--- config.mk ---
export PLATFORM = sky130hd
export DESIGN_NAME = immgen_pipe
export DESIGN_NICKNAME = d
export VERILOG_FILES = /design/src/rtl/immgen_pipe.sv
export SDC_FILE = /design/constraint.sdc
export NUM_CORES = 1
export LEC_CHECK = 0
export BUFFER_PORTS_ARGS = -buffer_cell sky130_fd_sc_hd__clkbuf_2
export CORE_MARGIN = 2
export CORE_UTILIZATION = 51
export CTS_CLUSTER_DIAMETER = 60
export DETAILED_ROUTE_END_ITERATION = 6
export PLACE_DENSITY = 0.87
export SLEW_MARGIN = 40
export SYNTH_ARGS = -nofsm -noshare
export SYNTH_HDL_FRONTEND = slang
export SYNTH_SLANG_ARGS = --single-unit
--- constraint.sdc ---
create_clock -name clk -period 1.9 [get_ports clk]
set_clock_uncertainty 0.2 [all_clocks]
set_input_delay 0.19 -clock clk [delete_from_list [all_inputs] [get_ports clk]]
set_output_delay 0.19 -clock clk [all_outputs]
set_load 0.005 [all_outputs]
--- src/rtl/immgen_pipe.sv ---
// rtl/immgen_pipe.sv - pipelined immediate generator with prefix widening and one-entry output register
module immgen_pipe #(
  parameter int INSTR_W = 16,
  parameter int XLEN    = 16,
  parameter int PFX_W   = 10,
  parameter int I_W     = 6,
  parameter int B_W     = 9
) (
  input  logic               clk,
  input  logic               rst_n,
  input  logic               flush,
  input  logic               in_valid,
  output logic               in_ready,
  input  logic [INSTR_W-1:0] instr,
  input  logic [1:0]         fmt,
  output logic               out_valid,
  input  logic               out_ready,
  output logic [XLEN-1:0]    imm,
  output logic               imm_prefixed,
  output logic               pfx_pending,
  output logic               pfx_overwrite
);

  // Working width large enough for any {prefix, field} combination plus the output width,
  // so sign extension happens once and truncation to XLEN is a plain slice.
  localparam int WW = PFX_W + B_W + XLEN;

  localparam logic [1:0] FMT_I   = 2'b00;
  localparam logic [1:0] FMT_U   = 2'b01;
  localparam logic [1:0] FMT_B   = 2'b10;
  localparam logic [1:0] FMT_PFX = 2'b11;

  logic [PFX_W-1:0] pfx_q;
  logic             accept;
  logic             is_pfx;
  logic [WW-1:0]    fi_s, fi_z, fb_s, fb_z, pfx_s, pfx_z;
  logic [WW-1:0]    wide;
  logic             unused_bits;

  assign in_ready = !flush && (!out_valid || out_ready);
  assign accept   = in_valid && in_ready;
  assign is_pfx   = (fmt == FMT_PFX);

  // Field and prefix extensions; the prefix sits above the field, so its sign is the MSB of the combined value.
  assign fi_s  = {{(WW-I_W){instr[I_W-1]}}, instr[I_W-1:0]};
  assign fi_z  = {{(WW-I_W){1'b0}}, instr[I_W-1:0]};
  assign fb_s  = {{(WW-B_W){instr[B_W-1]}}, instr[B_W-1:0]};
  assign fb_z  = {{(WW-B_W){1'b0}}, instr[B_W-1:0]};
  assign pfx_s = {{(WW-PFX_W){pfx_q[PFX_W-1]}}, pfx_q};
  assign pfx_z = {{(WW-PFX_W){1'b0}}, pfx_q};

  // Select the extended immediate for the incoming instruction, widened by the pending prefix if any.
  always_comb begin
    wide = '0;
    case (fmt)
      FMT_I:   wide = pfx_pending ? ((pfx_s << I_W) | fi_z) : fi_s;
      FMT_U:   wide = pfx_pending ? ((pfx_z << I_W) | fi_z) : fi_z;
      FMT_B:   wide = pfx_pending ? ((pfx_s << B_W) | fb_z) : fb_s;
      default: wide = '0;
    endcase
  end

  assign unused_bits = ^{instr, wide[WW-1:XLEN]};

  // Output register, prefix state and overwrite pulse; flush outranks every handshake.
  always_ff @(posedge clk) begin
    if (!rst_n) begin
      out_valid     <= 1'b0;
      imm           <= '0;
      imm_prefixed  <= 1'b0;
      pfx_pending   <= 1'b0;
      pfx_overwrite <= 1'b0;
      pfx_q         <= '0;
    end else begin
      pfx_overwrite <= 1'b0;
      if (flush) begin
        out_valid    <= 1'b0;
        pfx_pending  <= 1'b0;
        imm_prefixed <= 1'b0;
      end else begin
        if (accept && !is_pfx) begin
          out_valid    <= 1'b1;
          imm          <= wide[XLEN-1:0];
          imm_prefixed <= pfx_pending;
          pfx_pending  <= 1'b0;
        end else if (out_ready) begin
          out_valid <= 1'b0;
        end
        if (accept && is_pfx) begin
          pfx_q         <= instr[PFX_W-1:0];
          pfx_pending   <= 1'b1;
          pfx_overwrite <= pfx_pending;
        end
      end
    end
  end

endmodule

==> reports/metrics.csv <==
stage;metric;value;unit
outcome;outcome;finished clean;
power;Cell Pwr Density;746;mW/mm2
detailed_routing;drt wl/cell;16.1;um
critical_path;Max FO, Critical Path;19;
finish;Seq. cell area;601;um2
finish;Post-layout nets;228;
floorplanning;# IOs;44;
critical_path;delay of the slowest critical-path stage;0.35;ns
critical_path;type of the worst setup path;reg -> out;
synthesis;async set-reset flop share out of synthesis;0;%
synthesis;Syn Inst Count;161;
clock_tree;CTS Buffer Depth;2;
global_routing;overall routing resource usage;24.7;%
timing;Final Hold Vio Count;0;
critical_path;CP endpoint kind;output pin;
critical_path;CP Data Arrival Time;1.35;ns
critical_path;Req. time, crit path;1.51;ns
power;Leakage;0.000692;uW
floorplanning;die area;0.00338;mm2
global_routing;met3 Use GR;6.47;%
place;DP HPWL;2550;um
synthesis;ys flop type;dfxtp_1;
global_routing;total gr overflow;0;
timing;Setup WS post-layout;0.157;ns
global_routing;grt met2 use;39.6;%
timing;Slew headroom;68.1;%
worst_hold_path;Hold Path Origin;rst_n;
detailed_routing;DR iter-0 viols;61;
critical_path;crit start category;flop;
floorplanning;core footprint;0.00278;mm2
timing;Max Freq;574;MHz
place;pre-CTS setup slack;0.298;ns
synthesis;number of synthesized flops with an enable pin;0;
timing;Slew @ Worst Pin;0.477;ns
critical_path;CP max-delay cell;dfxtp_1;
detailed_routing;Routed Antenna Nets;0;
synthesis;yosys warns;0;
finish;share of layout cells above drive strength 1;28.6;%
detailed_routing;Avg Vias per Cell;6.19;
finish;Syn-to-layout area delta;22.8;%
timing;final worst path period share;91.7;%
floorplanning;starting density of the core;53.8;%
synthesis;FF+latch count, synth;30;
detailed_routing;DRC errors left;0;
floorplanning;Row Count;19;
detailed_routing;Initial DRT Pass Iterations;4;
global_routing;vias in the first global route;1374;
finish;multi-input logic area;759;um2
timing;Final Setup Violations;0;
clock_tree;CTS root buf;clkbuf_4;
clock_tree;Num Clock Sinks;30;
timing;RSZ-0062 raised after global routing;no;
detailed_routing;final wirelength;3820;um
worst_hold_path;Tightest Hold Check Type;in -> reg;
detailed_routing;routed vias;1466;
global_routing;initial antenna violation count;0;
job;Max Cap Violations;0;
power;VDD IR max;0.715;mV
global_routing;grt met1 use;31.1;%
global_routing;first-pass GRT wire length;6280;um
synthesis;Syn Nets;184;
floorplanning;Die X;58.1;um
clock_tree;Worst-path clk slew;0.10;ns
timing;final setup TNS;0;ns
critical_path;FF-to-FF Start;out_valid$_SDFFE_PP0P_;
synthesis;synth unique cells;28;
clock_tree;CTS tree;built;
place;Final GP Congestion;0.820;
clock_tree;TritonCTS buffer count;5;
timing;minimum clock period;1.74;ns
critical_path;cells along the critical path;nor2b_2 -> buf_4 -> nor2_1 -> clkbuf_2;
timing;max-slew violations;0;
global_routing;largest net degree at the start of global routing;20;
clock_tree;H-tree depth;2;
clock_tree;clk_lat worst skew;0.34;ns
critical_path;CP delay by family, top;buffers and inverters;
critical_path;worst path buffer plus inverter count;2;
floorplanning;Die H;58.1;um
critical_path;Critical Path Source;out_valid$_SDFFE_PP0P_;
finish;antenna cells;0;
synthesis;Syn Area/Cell;9.29;um2
global_routing;most used routing layer;met2;
finish;fill count;226;
place;I/O Buffers;37;
synthesis;Seq/Total Area, Yosys;40.2;%
synthesis;Post-Syn Area;0.00150;mm2
path summary, 6_finish.rpt:
path | endpoint | slack, ns | depth (start not counted)
worst min-delay path | imm[8]$_SDFFE_PN0P_ | 0.04 | 2
worst max register to register | imm[14]$_SDFFE_PN0P_ | 0.44 | 3
worst min register to register | imm_prefixed$_SDFFE_PP0P_ | 0.29 | 2
worst max-delay path | in_ready | 0.16 | 4
metal layers:
| metal | share of wire (%) | up-vias | routed length (um) |
|---|---|---|---|
| met5 | 0 | - | 0 |
| met4 | 1.5 | 0 | 59 |
| li1 | - | 704 | - |
| met2 | 49 | 58 | 1860 |
| met1 | 43 | 695 | 1630 |
| met3 | 7.0 | 9 | 268 |
synthesized netlist by cell type (2+ instances only):
master    number  share of area [%]
a21oi_1       25                8.4
buf_2          6                2.0
buf_4          5                2.5
buf_6          4                3.0
clkbuf_1       3               0.75
dfxtp_1       30                 40
inv_1          3               0.75
nand2_1        4                1.0
nand2b_1      10                4.2
nand3b_1       6                3.0
nand4_1       17                7.1
nor2_1         2               0.50
nor3_1         2               0.67
o21ai_0        6                2.0
o221a_1        9                6.8
o31ai_1       17                8.5
stage by stage:
step                instances  total power [uW]  hold slack [ns]  area, um2  util, %
floorplan                 161               797            0.140       1500        -
global placement          218               846            0.247       1650     59.2
detailed placement        218               856            0.245       1650     59.2
CTS                       237              1370           0.0388       1840     66.0
global route              237              1420           0.0447       1840     66.0
finish                    237              1370           0.0355       1840     66.0
cell usage in the layout, fill, tap and decap left out, drive strengths merged:
cell type / instances
and2: 1
nand3b: 6
bufinv: 1
buf: 7
inv: 3
mux2i: 1
o21ai: 6
nand2: 5
dlygate4sd3: 11
nor3: 3
nor2b: 1
nand2b: 10
o22ai: 1
and2b: 1
or2: 1
o2111ai: 1
clkinv: 2
nand3: 1
dfxtp: 30
nand4: 17
o221a: 10
clkbuf: 42
o31ai: 17
a21oi: 25
nor2: 2
o311ai: 1
registers in the layout, summed over array words and instances, names as in the netlist:
signal	flops
imm	16
imm_prefixed	1
out_valid	1
pfx_overwrite	1
pfx_pending	1
pfx_q	10
worst reg2reg max path, cell delays in order (launching register included):
cell and delay, ns:
dfxtp_1 0.33, nor2b_2 0.18, nor3_4 0.45, o221a_1 0.26
power breakdown:
group | total, uW | switching (uW) | internal [uW]
registers | 668 | 14.5 | 654
logic | 193 | 106 | 87.3
clock network | 507 | 235 | 272
area by class of cell:
cell class / instances / share of cell area [%]
clock buffers: 5 / 2.04
clock inverters: 3 / 2.18
inverters: 3 / 0.613
multi-input cells: 110 / 41.4
flip-flops and latches: 30 / 32.7
well taps: 31 / 2.11
repair buffers: 55 / 19.0
kinds of logic after synthesis:
| family | share of synthesized area [%] |
|---|---|
| mux | 0.669 |
| buf+inv | 9.04 |
| compound gates | 29.7 |
| flops | 40.2 |
| simple gates | 20.4 |
timing repair:
item | in CTS | in global routing
setup buffers | 0 | 0
resized for setup | 0 | 0
hold endpoints to repair | 17 | 0
hold buffers | 11 | 0
Power figures use the tool's default switching activity.
